**src/rtl/y_fetch_pkg.sv**
```systemverilog
// Shared types and constants for the y_fetch_pc fetch stage.
// The optional alignment check (FETCH_ALIGN_CHECK_EN) uses is_word_aligned.
package y_fetch_pkg;

    typedef enum logic [1:0] {
        IDLE  = 2'b00,
        REQ   = 2'b01,
        DRAIN = 2'b10
    } fetch_state_e;

    localparam int unsigned INSTR_W          = 32;
    localparam logic [31:0] DEFAULT_RESET_PC = 32'h0000_0000;

    function automatic logic is_word_aligned(input logic [1:0] low_bits);
        return (low_bits == 2'b00);
    endfunction

endpackage

```
**src/rtl/y_fetch_pc_if.sv**
```systemverilog
// Redirect, instruction-memory and decode-side signals of the fetch stage.
// The master modport is the fetch unit's view.
interface y_fetch_pc_if #(
    parameter int unsigned WIDTH = 32
);
    import y_fetch_pkg::*;

    logic                 redirect_valid;
    logic [WIDTH-1:0]     redirect_pc;
    logic                 imem_req;
    logic [WIDTH-1:0]     imem_addr;
    logic                 imem_ack;
    logic [INSTR_W-1:0]   imem_rdata;
    logic                 ins_valid;
    logic [INSTR_W-1:0]   ins_data;
    logic [WIDTH-1:0]     ins_pc;
    logic                 ins_ready;

    modport master (
        input  redirect_valid, redirect_pc, imem_ack, imem_rdata, ins_ready,
        output imem_req, imem_addr, ins_valid, ins_data, ins_pc
    );

    modport slave (
        output redirect_valid, redirect_pc, imem_ack, imem_rdata, ins_ready,
        input  imem_req, imem_addr, ins_valid, ins_data, ins_pc
    );

endinterface

```
**src/rtl/y_pc_next_sel.sv**
```systemverilog
// Next-PC 2:1 mux bank: one single-bit mux per PC bit, sel picks b (redirect) over a.
module y_pc_next_sel #(
    parameter int unsigned WIDTH = 32
) (
    input  logic             sel,
    input  logic [WIDTH-1:0] a,
    input  logic [WIDTH-1:0] b,
    output logic [WIDTH-1:0] y
);

    for (genvar i = 0; i < WIDTH; i++) begin : g_bit
        assign y[i] = sel ? b[i] : a[i];
    end

endmodule

```
**src/rtl/y_fetch_pc.sv**
```systemverilog
// Program counter and fetch stage: req/ack to instruction memory, 1-entry output register.
// Optional macro FETCH_ALIGN_CHECK_EN rejects unaligned redirects and adds the misalign port.
module y_fetch_pc
    import y_fetch_pkg::*;
#(
    parameter int unsigned      WIDTH    = 32,
    parameter logic [WIDTH-1:0] RESET_PC = WIDTH'(DEFAULT_RESET_PC),
    parameter int unsigned      INC      = 4
) (
    input  logic          clk,
    input  logic          rst_n,
    y_fetch_pc_if.master  bus
`ifdef FETCH_ALIGN_CHECK_EN
    ,
    output logic          misalign
`endif
);

    fetch_state_e         state_r;
    logic [WIDTH-1:0]     pc_r;
    logic [WIDTH-1:0]     drain_addr_r;
    logic                 req_hold_r;
    logic                 ins_valid_r;
    logic [INSTR_W-1:0]   ins_data_r;
    logic [WIDTH-1:0]     ins_pc_r;

    logic                 redir_acc_s;
    logic                 req_s;
    logic [WIDTH-1:0]     addr_s;
    logic                 ack_s;
    logic                 load_s;
    logic                 accept_s;
    logic [WIDTH-1:0]     pc_inc_s;
    logic [WIDTH-1:0]     pc_next_s;

`ifdef FETCH_ALIGN_CHECK_EN
    assign redir_acc_s = bus.redirect_valid & is_word_aligned(bus.redirect_pc[1:0]);
`else
    assign redir_acc_s = bus.redirect_valid;
`endif

    assign pc_inc_s = pc_r + WIDTH'(INC);

    y_pc_next_sel #(
        .WIDTH (WIDTH)
    ) u_next_sel (
        .sel (redir_acc_s),
        .a   (pc_inc_s),
        .b   (bus.redirect_pc),
        .y   (pc_next_s)
    );

    // Request only when the output slot is free this cycle, or keep an already raised request.
    always_comb begin
        req_s  = 1'b0;
        addr_s = {WIDTH{1'b0}};
        case (state_r)
            REQ: begin
                if (req_hold_r || !ins_valid_r || bus.ins_ready) begin
                    req_s  = 1'b1;
                    addr_s = pc_r;
                end else begin
                    req_s  = 1'b0;
                    addr_s = {WIDTH{1'b0}};
                end
            end
            DRAIN: begin
                req_s  = 1'b1;
                addr_s = drain_addr_r;
            end
            default: begin
                req_s  = 1'b0;
                addr_s = {WIDTH{1'b0}};
            end
        endcase
    end

    assign ack_s    = req_s & bus.imem_ack;
    assign load_s   = (state_r == REQ) & ack_s & ~redir_acc_s;
    assign accept_s = ins_valid_r & bus.ins_ready;

    // Fetch FSM: state, architectural PC, the address held while draining a cancelled fetch.
    always_ff @(posedge clk or negedge rst_n) begin
        if (!rst_n) begin
            state_r      <= IDLE;
            pc_r         <= RESET_PC;
            drain_addr_r <= {WIDTH{1'b0}};
            req_hold_r   <= 1'b0;
        end else begin
            if (redir_acc_s || load_s) begin
                pc_r <= pc_next_s;
            end
            case (state_r)
                IDLE: begin
                    state_r    <= REQ;
                    req_hold_r <= 1'b0;
                end
                REQ: begin
                    if (redir_acc_s && req_s && !bus.imem_ack) begin
                        state_r      <= DRAIN;
                        drain_addr_r <= pc_r;
                        req_hold_r   <= 1'b0;
                    end else begin
                        state_r    <= REQ;
                        req_hold_r <= req_s & ~bus.imem_ack & ~redir_acc_s;
                    end
                end
                DRAIN: begin
                    req_hold_r <= 1'b0;
                    // The cancelled fetch completes here; its word is dropped.
                    if (bus.imem_ack) begin
                        state_r <= REQ;
                    end else begin
                        state_r <= DRAIN;
                    end
                end
                default: begin
                    state_r    <= IDLE;
                    req_hold_r <= 1'b0;
                end
            endcase
        end
    end

    // Output register: flush wins, then a new word, then clear on accept.
    always_ff @(posedge clk or negedge rst_n) begin
        if (!rst_n) begin
            ins_valid_r <= 1'b0;
            ins_data_r  <= {INSTR_W{1'b0}};
            ins_pc_r    <= {WIDTH{1'b0}};
        end else if (redir_acc_s) begin
            ins_valid_r <= 1'b0;
        end else if (load_s) begin
            ins_valid_r <= 1'b1;
            ins_data_r  <= bus.imem_rdata;
            ins_pc_r    <= pc_r;
        end else if (accept_s) begin
            ins_valid_r <= 1'b0;
        end
    end

    assign bus.imem_req  = req_s;
    assign bus.imem_addr = addr_s;
    assign bus.ins_valid = ins_valid_r;
    assign bus.ins_data  = ins_data_r;
    assign bus.ins_pc    = ins_pc_r;

`ifdef FETCH_ALIGN_CHECK_EN
    logic misalign_r;

    // One-cycle flag for a redirect rejected because of its low address bits.
    always_ff @(posedge clk or negedge rst_n) begin
        if (!rst_n) begin
            misalign_r <= 1'b0;
        end else begin
            misalign_r <= bus.redirect_valid & ~is_word_aligned(bus.redirect_pc[1:0]);
        end
    end

    assign misalign = misalign_r;
`endif

endmodule

```
**src/flat_wrapper.sv**
```systemverilog
// flat-port wrapper written by rule: the top's interface ports become plain ports
module y_fetch_pc_flat import y_fetch_pkg::*;
#(
    parameter int unsigned      WIDTH    = 32,
    parameter logic [WIDTH-1:0] RESET_PC = WIDTH'(DEFAULT_RESET_PC),
    parameter int unsigned      INC      = 4
)
  (clk, rst_n, bus_redirect_valid, bus_redirect_pc, bus_imem_ack, bus_imem_rdata, bus_ins_ready, bus_imem_req, bus_imem_addr, bus_ins_valid, bus_ins_data, bus_ins_pc);
  y_fetch_pc_if #(.WIDTH(WIDTH)) bus_i ();
  input  logic clk;
  input  logic rst_n;
  input wire logic [$bits(bus_i.redirect_valid)-1:0] bus_redirect_valid;
  input wire logic [$bits(bus_i.redirect_pc)-1:0] bus_redirect_pc;
  input wire logic [$bits(bus_i.imem_ack)-1:0] bus_imem_ack;
  input wire logic [$bits(bus_i.imem_rdata)-1:0] bus_imem_rdata;
  input wire logic [$bits(bus_i.ins_ready)-1:0] bus_ins_ready;
  output wire logic [$bits(bus_i.imem_req)-1:0] bus_imem_req;
  output wire logic [$bits(bus_i.imem_addr)-1:0] bus_imem_addr;
  output wire logic [$bits(bus_i.ins_valid)-1:0] bus_ins_valid;
  output wire logic [$bits(bus_i.ins_data)-1:0] bus_ins_data;
  output wire logic [$bits(bus_i.ins_pc)-1:0] bus_ins_pc;
  assign bus_i.redirect_valid = bus_redirect_valid;
  assign bus_i.redirect_pc = bus_redirect_pc;
  assign bus_i.imem_ack = bus_imem_ack;
  assign bus_i.imem_rdata = bus_imem_rdata;
  assign bus_i.ins_ready = bus_ins_ready;
  assign bus_imem_req = bus_i.imem_req;
  assign bus_imem_addr = bus_i.imem_addr;
  assign bus_ins_valid = bus_i.ins_valid;
  assign bus_ins_data = bus_i.ins_data;
  assign bus_ins_pc = bus_i.ins_pc;
  y_fetch_pc #(.WIDTH(WIDTH), .RESET_PC(RESET_PC), .INC(INC)) u_core (.clk(clk), .rst_n(rst_n), .bus(bus_i));
endmodule
```
**config.mk**
```make
export PLATFORM = sky130hd
export DESIGN_NAME = y_fetch_pc_flat
export DESIGN_NICKNAME = d
export VERILOG_FILES = /design/src/rtl/y_fetch_pkg.sv /design/src/rtl/y_fetch_pc_if.sv /design/src/rtl/y_pc_next_sel.sv /design/src/rtl/y_fetch_pc.sv /design/src/flat_wrapper.sv
export SDC_FILE = /design/constraint.sdc
export NUM_CORES = 1
export LEC_CHECK = 0
export CAP_MARGIN = 20
export CORE_AREA = 2 2 136 111
export DETAILED_ROUTE_END_ITERATION = 7
export DIE_AREA = 0 0 138 113
export PLACE_DENSITY = 0.85
export SYNTH_ARGS = -nofsm -noshare
export SYNTH_HDL_FRONTEND = slang
export SYNTH_SLANG_ARGS = --single-unit
export TNS_END_PERCENT = 30
```
**constraint.sdc**
```tcl
create_clock -name clk -period 2.24 [get_ports clk]
set_input_delay 0.336 -clock clk [delete_from_list [all_inputs] [get_ports clk]]
set_output_delay 0.336 -clock clk [all_outputs]
set_load 0.05 [all_outputs]
```
# --- Word-level counts from Yosys, hierarchy flattened ---
# Index checks and enable logic that the tools add are counted.
classes:
  n_addsub: 1
  n_eq_ne: 2
  n_mux: 44
  bitwise: 8
  n_reduce_logical: 11
op_table:
  columns: ["op", "count"]
  rows:
  - ["$pmux 32 s2", 1]
  - ["$mux 1", 38]
  - ["$add 32x3->32 const B", 1]
  - ["$mux 32", 1]
  - ["$and 1x1->1", 6]
  - ["$pmux 2 s3", 1]
  - ["$mux 2", 2]
  - ["$reduce_and 2->1", 2]
  - ["$logic_or 1x1->1", 3]
  - ["$reduce_bool 3->1", 1]
  - ["$eq 2x1->1 const B", 1]
  - ["$eq 2x2->1 const B", 1]
  - ["$logic_and 1x1->1", 2]
  - ["$logic_not 1->1", 2]
  - ["$logic_not 2->1", 1]
  - ["$not 1->1", 2]
  - ["$pmux 1 s2", 1]
word_totals:
  reg_bits: 132
  inputBits: 69

# --- Longest topological paths before layout ---
# Gate-level depths: netlist of run 1.
depth:
  word_depth: 10
  mapped_depth: 9

# --- Cells and area by module ---
# A second synthesis of run 1 with hierarchy kept.
unflattened:
  cells_unflattened: 506
  area_unflattened_um2: 6657.6
by_module_without_submodules:
  columns: ["module", "n_inst", "cells_per_inst", "area_per_inst_um2", "seq_area_each_um2"]
  rows:
  - ["y_fetch_pc", 1, 470, 6113.4, 3303.2]
  - ["y_pc_next_sel", 1, 36, 544.3, 0.0]

# --- Worst setup path before layout of run 1 ---
# Ideal clock, no wire load.
synth_timing:
  path_type: "flip-flop to output port"
  from: "register u_core.state_r[1]"
  to: "output bus_imem_addr[0]"
  arrival_ns: 2.145
  t_required_ns: 1.904
  setup_slack_ns: -0.241
  stages_incl_launch_ff: 8
  path_buffers: 2
  cell_sequence: "dfrtp_1 -> inv_1 -> ha_1 -> o21a_1 -> clkbuf_1 -> clkbuf_1 -> a22oi_1 -> nor2b_1"
synth_between:
  elab_chain_cells: 2
  elab_cells_between_ends: 3
  cone_classes: "2 x eq/ne; 1 x mux"
synth_lines:
  columns: ["element", "line", "source"]
  rows:
  - ["start: declaration", "y_fetch_pc.sv:19", "fetch_state_e state_r;"]
  - ["start signal: assignment", "y_fetch_pc.sv:85", "state_r <= IDLE;"]
  - ["start signal: assignment", "y_fetch_pc.sv:95", "state_r <= REQ;"]
  - ["start signal: assignment", "y_fetch_pc.sv:100", "state_r <= DRAIN;"]
  - ["$eq 2x2->1 / $eq 2x1->1 (equally long branches)", "y_fetch_pc.sv:57", "case (state_r)"]
  - ["$pmux 32 s2 (*)", "y_fetch_pc.sv:57", null]
  - ["end: declaration", "flat_wrapper.sv:18", "output wire logic [$bits(bus_i.imem_addr)-1:0] bus_imem_addr;"]
# Mark *: on every way between the ends. The rest lies on a longest branch, timed or not.

# --- Worst setup path in the final report of run 1 ---
layout_timing:
  from: "register u_core.state_r[1]"
  to: "register u_core.pc_r[27]"
layout_between:
  elab_chain_cells: 6
  elab_cells_between_ends: 7
  cone_classes: "2 x eq/ne; 1 x mux; 3 x bitwise; 1 x reduce/logical"
layout_lines:
  columns: ["element", "line", "source"]
  rows:
  - ["$eq 2x2->1 / $eq 2x1->1 (equally long branches)", "y_fetch_pc.sv:57, y_fetch_pc.sv:79", null]
  - ["$pmux 1 s2", "y_fetch_pc.sv:57", null]
  - ["$and 1x1->1", "y_fetch_pc.sv:78", "assign ack_s = req_s & bus.imem_ack;"]
  - ["$and 1x1->1 (*) (2 in series)", "y_fetch_pc.sv:79", "assign load_s = (state_r == REQ) & ack_s & ~redir_acc_s;"]
  - ["$logic_or 1x1->1 (*)", "y_fetch_pc.sv:90", "if (redir_acc_s || load_s) begin"]
  - ["end signal: assignment", "y_fetch_pc.sv:91", "pc_r <= pc_next_s;"]
  - ["end: declaration", "y_fetch_pc.sv:20", "logic [WIDTH-1:0] pc_r;"]
# Marked as above.
# A chain may end at the register's enable or synchronous reset.

==> flow_metrics.env, run 1 <==
export IMPL_hp_class="input pin to register"
export IMPL_total_power_mw=16.5
export IMPL_dp_final_hpwl_um=11600
export IMPL_yosys_warnings=0
export IMPL_wl_per_cell_um=19.4
export IMPL_grt_pass1_vias=5402
export IMPL_critPathMaxFanout=11
export IMPL_place_area_um2=8770
export IMPL_ant_nets=0
export IMPL_maxCapViolCount=0
export IMPL_dr_pass1_iters=4
export IMPL_finalCritPeriodShare_pct=107
export IMPL_ys_seq_elements=132
export IMPL_hold_depth=3
export IMPL_cts_buffer_depth=2
export IMPL_finish_utilization_pct=69.8
export IMPL_netlist_instances=520
export IMPL_tns_ns=-1.55
export IMPL_arrival_ns=2.72
export IMPL_grt_pass1_wl_um=28200
export IMPL_synth_simple_area_share_pct=13.0
export IMPL_relSlewSlack_pct=59.0
export IMPL_tightestPinTransition_ns=0.615
export IMPL_status="finished, violations left"
export IMPL_max_freq_ghz=0.416
export IMPL_cts_tree="done"
export IMPL_track_usage_pct=22.9
export IMPL_synthFlopType="dfrtp_1"
export IMPL_grt_max_degree=64
export IMPL_diodes=0
export IMPL_irDropWorstVdd_mv=1.17
export IMPL_async_reset_ff_share_pct=100
export IMPL_fin_hold_ws_ns=0.481
export IMPL_nFillCells=958
export IMPL_wl_um=18000
export IMPL_fin_crit_ns=2.40
export IMPL_violations="setup timing"
export IMPL_end_kind="register"
export IMPL_cts_root_buffer="clkbuf_16"
export IMPL_synthMuxAreaShare_pct=18.0
export IMPL_syn_nets=594
export IMPL_fp_dieH_um=113
export IMPL_seq_area_frac_synth_pct=53.5
export IMPL_areaGrowthSynthToFinish_pct=59.9
export IMPL_path_clk_slew_ns=0.06
export IMPL_finalSetupViolCount=61
export IMPL_grt_use_met1_pct=28.3
export IMPL_drt_iter0_drc=289
export IMPL_path_class="register to register"
export IMPL_slew_violations=0
export IMPL_dieArea_um2=15600
export IMPL_route_detailed_drc=0
export IMPL_p_leak_nw=3.99
export IMPL_fin_skew_ns=0.00914
export IMPL_final_nets=803
export IMPL_antenna_found_initial=0
export IMPL_clk_latency_ns=0.42
export IMPL_cts_buffers=17
export IMPL_vias_per_cell=5.52
export IMPL_gr_usage_met3_pct=6.60
export IMPL_finalHoldViolCount=0
export IMPL_final_area_um2=9870
export IMPL_yosysUniqueCellTypes=45
export IMPL_portBuffers=166
export IMPL_start_util_pct=43.6
export IMPL_start_kind="register"
export IMPL_grt_ovfl_total=0
export IMPL_synth_compound_area_share_pct=9.73
export IMPL_synthAdderAreaFrac_pct=1.01
export IMPL_core_um2=14200
export IMPL_rsz0062_at_grt="yes"
export IMPL_syn_mean_instance_area_um2=11.9
export IMPL_fin_cells=926
export IMPL_globalRouteMet2Util_pct=38.2
export IMPL_synthXorXnorAreaFrac_pct=1.28
export IMPL_cts_sinks=132
export IMPL_dp_cells=875
export IMPL_fin_ws_ns=-0.161
export IMPL_synth_area_um2=6170
export IMPL_die_width_um=138
export IMPL_drive_above_1_share_pct=40.4
export IMPL_synth_edf_count=0
export IMPL_synth_top_family_by_area="multiplexers"
export IMPL_h_tree_depth=4
export IMPL_reg2regPathDepth=8
export IMPL_gp_congestion=0.892
export IMPL_place_ws_ns=-0.198
export IMPL_p_per_area_nw_per_um2=1680
export IMPL_io_pins=167
export IMPL_globalRoute_busiestLayer="met2"
export IMPL_num_rows=39
export IMPL_required_ns=2.56
export IMPL_dr_total_vias=5113
## where the power goes
| part | switching (mW) | internal (mW) | leakage (nW) | total [mW] |
|---|---|---|---|---|
| Sequential | 0.621 | 3.36 | 1.55 | 3.98 |
| Clock | 1.04 | 1.86 | 0.301 | 2.90 |
| Combinational | 5.40 | 4.27 | 2.14 | 9.66 |
## path summary, 6_finish.rpt
check | from | slack, ns | end
min in group asynchronous | rst_n | 0.50 | u_core.pc_r[7]
setup reg to reg | u_core.state_r[1] | -0.16 | u_core.pc_r[27]
hold reg to reg | u_core.bus.ins_data[9] | 0.48 | u_core.bus.ins_data[9]
hold / removal | bus_redirect_pc[26] | 0.48 | u_core.pc_r[26]
max in group asynchronous | rst_n | 1.11 | u_core.bus.ins_data[0]
setup / recovery | u_core.state_r[1] | -0.16 | u_core.pc_r[27]
## flip-flops by register name (all words and copies together), names as in the netlist
signal,cells
u_core.bus.ins_data,32
u_core.bus.ins_pc,32
u_core.bus.ins_valid,1
u_core.drain_addr_r,32
u_core.pc_r,32
u_core.req_hold_r,1
u_core.state_r,2
## cell type report
type	instances	area, um^2	share of cell area (%)
inverters	6	22.5	0.228
repair buffers	232	2660	26.9
flip-flops and latches	132	3300	33.5
well taps	184	230	2.33
clock buffers	19	433	4.39
clock inverters	13	183	1.85
multi-input cells	340	3040	30.8
## kinds of logic after synthesis
logic type	count (synthesis)
AND/OR/NAND/NOR	138
flip-flops	132
multiplexers	99
AO/OA/AOI/OAI	89
buffers and inverters	48
XOR/XNOR	9
adder cells (fa/ha/maj)	5
## layer usage
metal,wire (um),vias to the layer above
met5,0,-
met2,8950,198
met4,433,0
met3,1210,33
li1,-,2324
met1,7360,2558
## Yosys cell counts (2+ instances only)
cell	number	area share [%]
a22oi_1	34	4.1
a31oi_1	17	1.7
and4_1	3	0.43
buf_2	14	1.1
clkbuf_1	25	1.5
dfrtp_1	132	53
ha_1	5	1.0
inv_1	5	0.30
mux2_1	11	2.0
mux2_2	87	16
nand2_1	20	1.2
nand3_1	12	0.97
nand4_1	5	0.51
nor2_1	21	1.3
nor2b_1	36	3.6
nor3_1	5	0.41
nor4_1	4	0.41
nor4b_1	2	0.28
o21a_1	3	0.36
o21ai_0	17	1.4
o21ai_1	5	0.41
o31ai_1	7	0.85
or3_1	10	1.0
or4_1	9	1.1
or4b_1	3	0.49
xnor2_1	9	1.3
## worst max-delay path: stages, from the launching register on
cell and delay [ns]:
dfrtp_1 0.39, inv_2 0.11, ha_4 0.15, buf_4 0.11, nand4_4 0.07, or4_4 0.55
buf_6 0.16, or4_1 0.51, a31oi_2 0.25
## cells in the final DEF, fill, tap and decap left out, types with 4 or more instances in the layout
cell	count
o31ai_1	6
o21ai_0	17
nor2_1	21
dfrtp_1	132
or4_1	7
buf_12	38
clkdlybuf4s50_1	132
nor3_1	5
nand3_1	12
bufinv_16	4
nor2b_1	4
mux2_2	87
o21ai_1	4
clkbuf_16	18
nor2b_2	21
a22oi_2	32
clkinv_2	4
nand4_1	5
nand2_1	20
buf_6	9
a31oi_1	16
mux2_1	11
xnor2_1	9
or3_1	10
nor4_1	4
buf_4	47
nor2b_4	11
## timing repair
item                                    CTS  global route
setup buffers                             6             8
endpoints found under the setup margin  103           113
resized for setup                        53            14
cloned                                    2             2
hold buffers                              1             0
pin swaps                                20            23
endpoints found under the hold margin    61             0
Power figures use the tool's default switching activity.
==> run 2: changes to the inputs <==
- SKIP_LAST_GASP: not set -> 1
- clock period: 2.24 -> 2.2 ns (I/O delays scaled with it)
==> run 2 against run 1 <==
  * The run still ends with setup timing left
  * Non-clock buffer count down 8
  * Power up 2.1%
  * Highest routed layer unchanged
  * Critical path depth down 1
  * Worst setup slack better by 0.10 ns
  * Clock skew about the same
  * Register-to-register slack better by 0.16 ns
  * Flip-flop and latch count unchanged
  * Largest power group unchanged
  * First-iteration DRC count down 2.4%
  * Die area unchanged
==> flow_metrics.env, run 2 (synthesis results as in run 1) <==
export IMPL_status="finished, violations left"
export IMPL_reg2regPathDepth=8
export IMPL_irDropWorstVdd_mv=1.20
export IMPL_layout_commonest_cell="clkdlybuf4s50_1"
export IMPL_cts_buffers=17
export IMPL_finalSetupViolCount=31
export IMPL_cts_sinks=132
export IMPL_cts_tree="done"
export IMPL_multi_input_area_um2=3040
export IMPL_gr_usage_met3_pct=7.58
export IMPL_dr_total_vias=5065
export IMPL_rsz0062_at_grt="yes"
export IMPL_end_kind="output pin"
export IMPL_vias_per_cell=5.52
export IMPL_path_class="register to output pin"
export IMPL_max_freq_ghz=0.442
export IMPL_nFillCells=982
export IMPL_core_um2=14200
export IMPL_wl_per_cell_um=18.9
export IMPL_track_usage_pct=22.3
export IMPL_gp_congestion=0.863
export IMPL_dr_pass1_iters=4
export IMPL_fp_dieH_um=113
export IMPL_drt_iter0_drc=282
export IMPL_io_pins=167
export IMPL_globalRouteMet2Util_pct=36.5
export IMPL_arrival_ns=1.93
export IMPL_diodes=0
export IMPL_grt_pass1_wl_um=27500
export IMPL_fin_crit_ns=2.26
export IMPL_final_nets=795
export IMPL_finalHoldViolCount=0
export IMPL_ant_nets=0
export IMPL_die_width_um=138
export IMPL_p_leak_nw=3.95
export IMPL_grt_max_degree=55
export IMPL_hp_class="input pin to asynchronous set/reset pin"
export IMPL_r2r_end="u_core.pc_r[14]"
export IMPL_h_tree_depth=4
export IMPL_slew_violations=0
export IMPL_r2r_slack_ns=0
export IMPL_grt_ovfl_total=0
export IMPL_grt_pass1_vias=5260
export IMPL_relSlewSlack_pct=60.6
export IMPL_path_clk_slew_ns=0.05
export IMPL_wl_um=17300
export IMPL_grt_use_met1_pct=28.0
export IMPL_r2r_start="u_core.state_r[1]"
export IMPL_dieArea_um2=15600
export IMPL_layout_common_cells="132 x clkdlybuf4s50_1, 130 x dfrtp_1, 87 x mux2_2"
export IMPL_finalCritPeriodShare_pct=103
export IMPL_ff_latch_area_um2=3310
export IMPL_dp_final_hpwl_um=11900
export IMPL_tightestPinTransition_ns=0.590
export IMPL_portBuffers=166
export IMPL_route_detailed_drc=0
export IMPL_fin_skew_ns=0.00956
export IMPL_antenna_found_initial=0
export IMPL_violations="setup timing"
export IMPL_start_kind="register"
export IMPL_p_per_area_nw_per_um2=1730
export IMPL_drive_above_1_share_pct=39.4
export IMPL_critPathMaxFanout=7
export IMPL_areaGrowthSynthToFinish_pct=58.4
export IMPL_fin_ws_ns=-0.0606
export IMPL_required_ns=1.87
export IMPL_clk_latency_ns=0.42
export IMPL_globalRoute_busiestLayer="met2"
export IMPL_num_rows=39
export IMPL_cts_root_buffer="clkbuf_16"
export IMPL_cts_buffer_depth=2
export IMPL_tns_ns=-0.866
export IMPL_start_util_pct=43.6
export IMPL_fin_hold_ws_ns=0.378
export IMPL_maxCapViolCount=0
## run 2: cell count changes in the layout (fill, tap and decap cells not counted), moves of 2 or more
cell,delta
buf_12,+2
buf_16,-2
buf_4,-5
buf_6,-5
clkbuf_8,+2
clkinv_4,-3
clkinvlp_4,+3
dfrtp_1,-2
dfrtp_2,+2
nor2b_2,-5
nor2b_4,+5
## run 2: layout make-up
class	instances	area share, %
timing repair buffer	224	26.3
tap	184	2.35
clock buffer	20	4.67
clock inverter	12	1.56
inverter	6	0.230
sequential	132	33.8
multi-input combinational	340	31.1
## run 2: routing by layer
layer,routed length (um),vias up
li1,-,2305
met1,7150,2533
met2,8490,198
met3,1370,29
met4,309,0
met5,0,-
## run 2: worst max path at each step
stage / start / to / slack (ns) / cells after the start
after floorplan: u_core.state_r[1] / bus_imem_addr[18] / -0.04 / 7
after global placement: bus_ins_ready / u_core.pc_r[27] / -0.18 / 6
after detailed placement: bus_ins_ready / u_core.pc_r[21] / -0.17 / 6
after CTS: u_core.state_r[0] / bus_imem_addr[1] / -0.07 / 7
after global routing: u_core.state_r[0] / bus_imem_addr[26] / -0.12 / 7
final: u_core.state_r[0] / bus_imem_addr[26] / -0.06 / 7
## run 2: where the power goes
part / switching [mW] / leakage [nW] / internal, mW
Sequential: 0.645 / 1.55 / 3.42
Combinational: 5.49 / 2.11 / 4.41
Clock: 1.08 / 0.289 / 1.84
Total: 7.22 / 3.95 / 9.67
## run 2: what timing repair did
| item | in CTS | in global routing |
|---|---|---|
| gates cloned | 0 | 4 |
| gates resized for setup | 32 | 27 |
| setup buffers | 0 | 6 |
| pin swaps | 5 | 16 |
| endpoints found under the setup margin | 83 | 90 |
| hold buffers | 1 | 0 |
| hold endpoints to repair | 35 | 0 |
## run 2: metrics by stage
| step | power [mW] | utilization [%] | instance area, um^2 | cells | setup WS [ns] |
|---|---|---|---|---|---|
| 4_1_cts | 16.6 | 67.5 | 9550 | 908 | -0.0712 |
| 2_1_floorplan | 9.59 | - | 6320 | 520 | -0.0351 |
| 3_3_place_gp | 13.2 | 62.1 | 8780 | 875 | -0.177 |
| 6_report | 16.9 | 69.1 | 9780 | 918 | -0.0606 |
| 5_1_grt | 17.6 | 69.1 | 9780 | 918 | -0.121 |
| 3_5_place_dp | 13.4 | 62.1 | 8780 | 875 | -0.172 |
## run 2: worst max-delay path, stage by stage, from the launching register on
cell,delay [ns]
dfrtp_1,0.40
buf_4,0.16
ha_4,0.17
o21a_4,0.18
clkbuf_16,0.18
a22oi_2,0.21
nor2b_4,0.07
buf_12,0.15
==> run 3: changes to the inputs <==
- CELL_PAD_IN_SITES_DETAIL_PLACEMENT: not set -> 1
- CELL_PAD_IN_SITES_GLOBAL_PLACEMENT: not set -> 1
- CORE_AREA: 2 2 136 111 -> 2 2 154 126
- DIE_AREA: 0 0 138 113 -> 0 0 156 128
- PLACE_DENSITY: 0.85 -> 0.84
==> run 3 against run 2 <==
  * Routed wire length increased by 25%
  * Critical path type is now register to register
  * Clock skew increased by 0.010 ns
  * Cell area increased by 3.4%
  * The flow still finishes with violations (setup timing)
  * Power increased by 2.4%
  * Critical path depth increased by 1
  * Highest routed layer unchanged
  * Worst setup slack got worse by 0.026 ns
==> flow_metrics.env, run 3 (synthesis results as in run 1) <==
export IMPL_dr_pass1_iters=4
export IMPL_track_usage_pct=21.7
export IMPL_critPathMaxFanout=8
export IMPL_dr_total_vias=5168
export IMPL_multi_input_area_um2=3150
export IMPL_slew_violations=0
export IMPL_areaGrowthSynthToFinish_pct=63.9
export IMPL_hp_class="input pin to asynchronous set/reset pin"
export IMPL_die_width_um=156
export IMPL_cts_sinks=132
export IMPL_portBuffers=166
export IMPL_finalCritPeriodShare_pct=104
export IMPL_final_nets=810
export IMPL_status="finished, violations left"
export IMPL_grt_pass1_vias=5787
export IMPL_dieArea_um2=20000
export IMPL_core_um2=18500
export IMPL_cts_root_buffer="clkbuf_16"
export IMPL_grt_ovfl_total=0
export IMPL_antenna_found_initial=0
export IMPL_fin_cells=984
export IMPL_fin_skew_ns=0.0200
export IMPL_vias_per_cell=5.25
export IMPL_place_area_um2=8920
export IMPL_tightestPinTransition_ns=0.571
export IMPL_path_clk_slew_ns=0.06
export IMPL_layout_common_cells="132 x clkdlybuf4s50_1, 131 x dfrtp_1, 87 x mux2_2"
export IMPL_final_area_um2=10100
export IMPL_relSlewSlack_pct=61.9
export IMPL_p_per_area_nw_per_um2=1710
export IMPL_diodes=0
export IMPL_required_ns=2.54
export IMPL_dp_cells=934
export IMPL_wl_met1_um=8980
export IMPL_wl_um=21600
export IMPL_route_detailed_drc=0
export IMPL_gp_congestion=0.919
export IMPL_layout_commonest_cell="clkdlybuf4s50_1"
export IMPL_tns_ns=-1.61
export IMPL_fp_dieH_um=128
export IMPL_wl_met2_um=11000
export IMPL_h_tree_depth=4
export IMPL_finalSetupViolCount=44
export IMPL_topRoutingLayerUsed="met4"
export IMPL_wl_met3_um=1260
export IMPL_total_power_mw=17.3
export IMPL_finalHoldViolCount=0
export IMPL_violations="setup timing"
export IMPL_fin_ws_ns=-0.0864
export IMPL_irDropWorstVdd_mv=1.21
export IMPL_cts_buffer_depth=2
export IMPL_end_kind="register"
export IMPL_drive_above_1_share_pct=41.3
export IMPL_fin_crit_ns=2.29
export IMPL_start_kind="register"
export IMPL_dp_final_hpwl_um=14100
export IMPL_path_class="register to register"
export IMPL_grt_max_degree=58
export IMPL_cts_buffers=17
export IMPL_rsz0062_at_grt="yes"
export IMPL_ff_latch_area_um2=3300
export IMPL_grt_pass1_wl_um=32900
export IMPL_wl_per_cell_um=21.9
export IMPL_cts_tree="done"
export IMPL_start_util_pct=33.3
export IMPL_finish_utilization_pct=54.6
export IMPL_max_freq_ghz=0.437
export IMPL_ant_nets=0
export IMPL_p_leak_nw=4.11
export IMPL_drt_iter0_drc=302
export IMPL_num_rows=45
export IMPL_maxCapViolCount=0
export IMPL_io_pins=167
export IMPL_arrival_ns=2.62
export IMPL_clk_latency_ns=0.43
export IMPL_nFillCells=1858
==> run 3: area by class of cell <==
type / count / share of cell area [%]
Sequential cell: 132 / 32.7
Clock inverter: 14 / 1.76
Multi-Input combinational cell: 341 / 31.2
Tap cell: 235 / 2.91
Inverter: 6 / 0.223
Timing Repair Buffer: 238 / 27.0
Clock buffer: 18 / 4.24
==> run 3: per-stage QoR <==
step / worst slack, ns / hold WS (ns)
finish: -0.0864 / 0.428
global route: -0.161 / 0.466
CTS: -0.0995 / 0.458
detailed placement: -0.233 / 0.345
global placement: -0.195 / 0.340
floorplan: -0.0351 / 0.0344
==> run 3: timing repair <==
item | 4_1_cts | 5_1_grt
pin swaps | 1 | 28
setup buffers | 4 | 10
cloned | 1 | 3
endpoints found under the setup margin | 143 | 134
resized for setup | 45 | 36
hold buffers | 1 | 0
endpoints found under the hold margin | 54 | 0
==> run 3: layer usage <==
metal  vias up  GRT usage [%]
met4         0           8.80
met1      2629           26.8
li1       2336              -
met5         -              0
met3        27           5.51
met2       176           36.4
==> run 3: path summary, 6_finish.rpt <==
kind	start	slack (ns)	to	cells after the start
setup / recovery	u_core.state_r[1]	-0.09	u_core.pc_r[12]	8
hold / removal	rst_n	0.43	u_core.bus.ins_pc[24]	2
setup reg to reg	u_core.state_r[1]	-0.09	u_core.pc_r[12]	8
hold reg to reg	u_core.bus.ins_data[19]	0.49	u_core.bus.ins_data[19]	1
max in group asynchronous	rst_n	1.05	u_core.bus.ins_data[13]	3
min in group clk	bus_redirect_pc[24]	0.48	u_core.pc_r[24]	3
==> run 3: where the power goes <==
part           internal, mW  total (mW)  leakage [nW]  switching [mW]
clock network          1.79        2.92         0.284            1.12
logic                  4.58        10.3          2.28            5.73
registers              3.42        4.07          1.55           0.653
total                  9.79        17.3          4.11            7.50
==> run 3: worst max-delay path, stage by stage, from the launching register on <==
cell and delay (ns):
dfrtp_1 0.39, inv_2 0.13, ha_4 0.17, buf_6 0.11, nand4_4 0.11, or4_4 0.60, buf_6 0.17, or3_4 0.34
a31oi_2 0.19
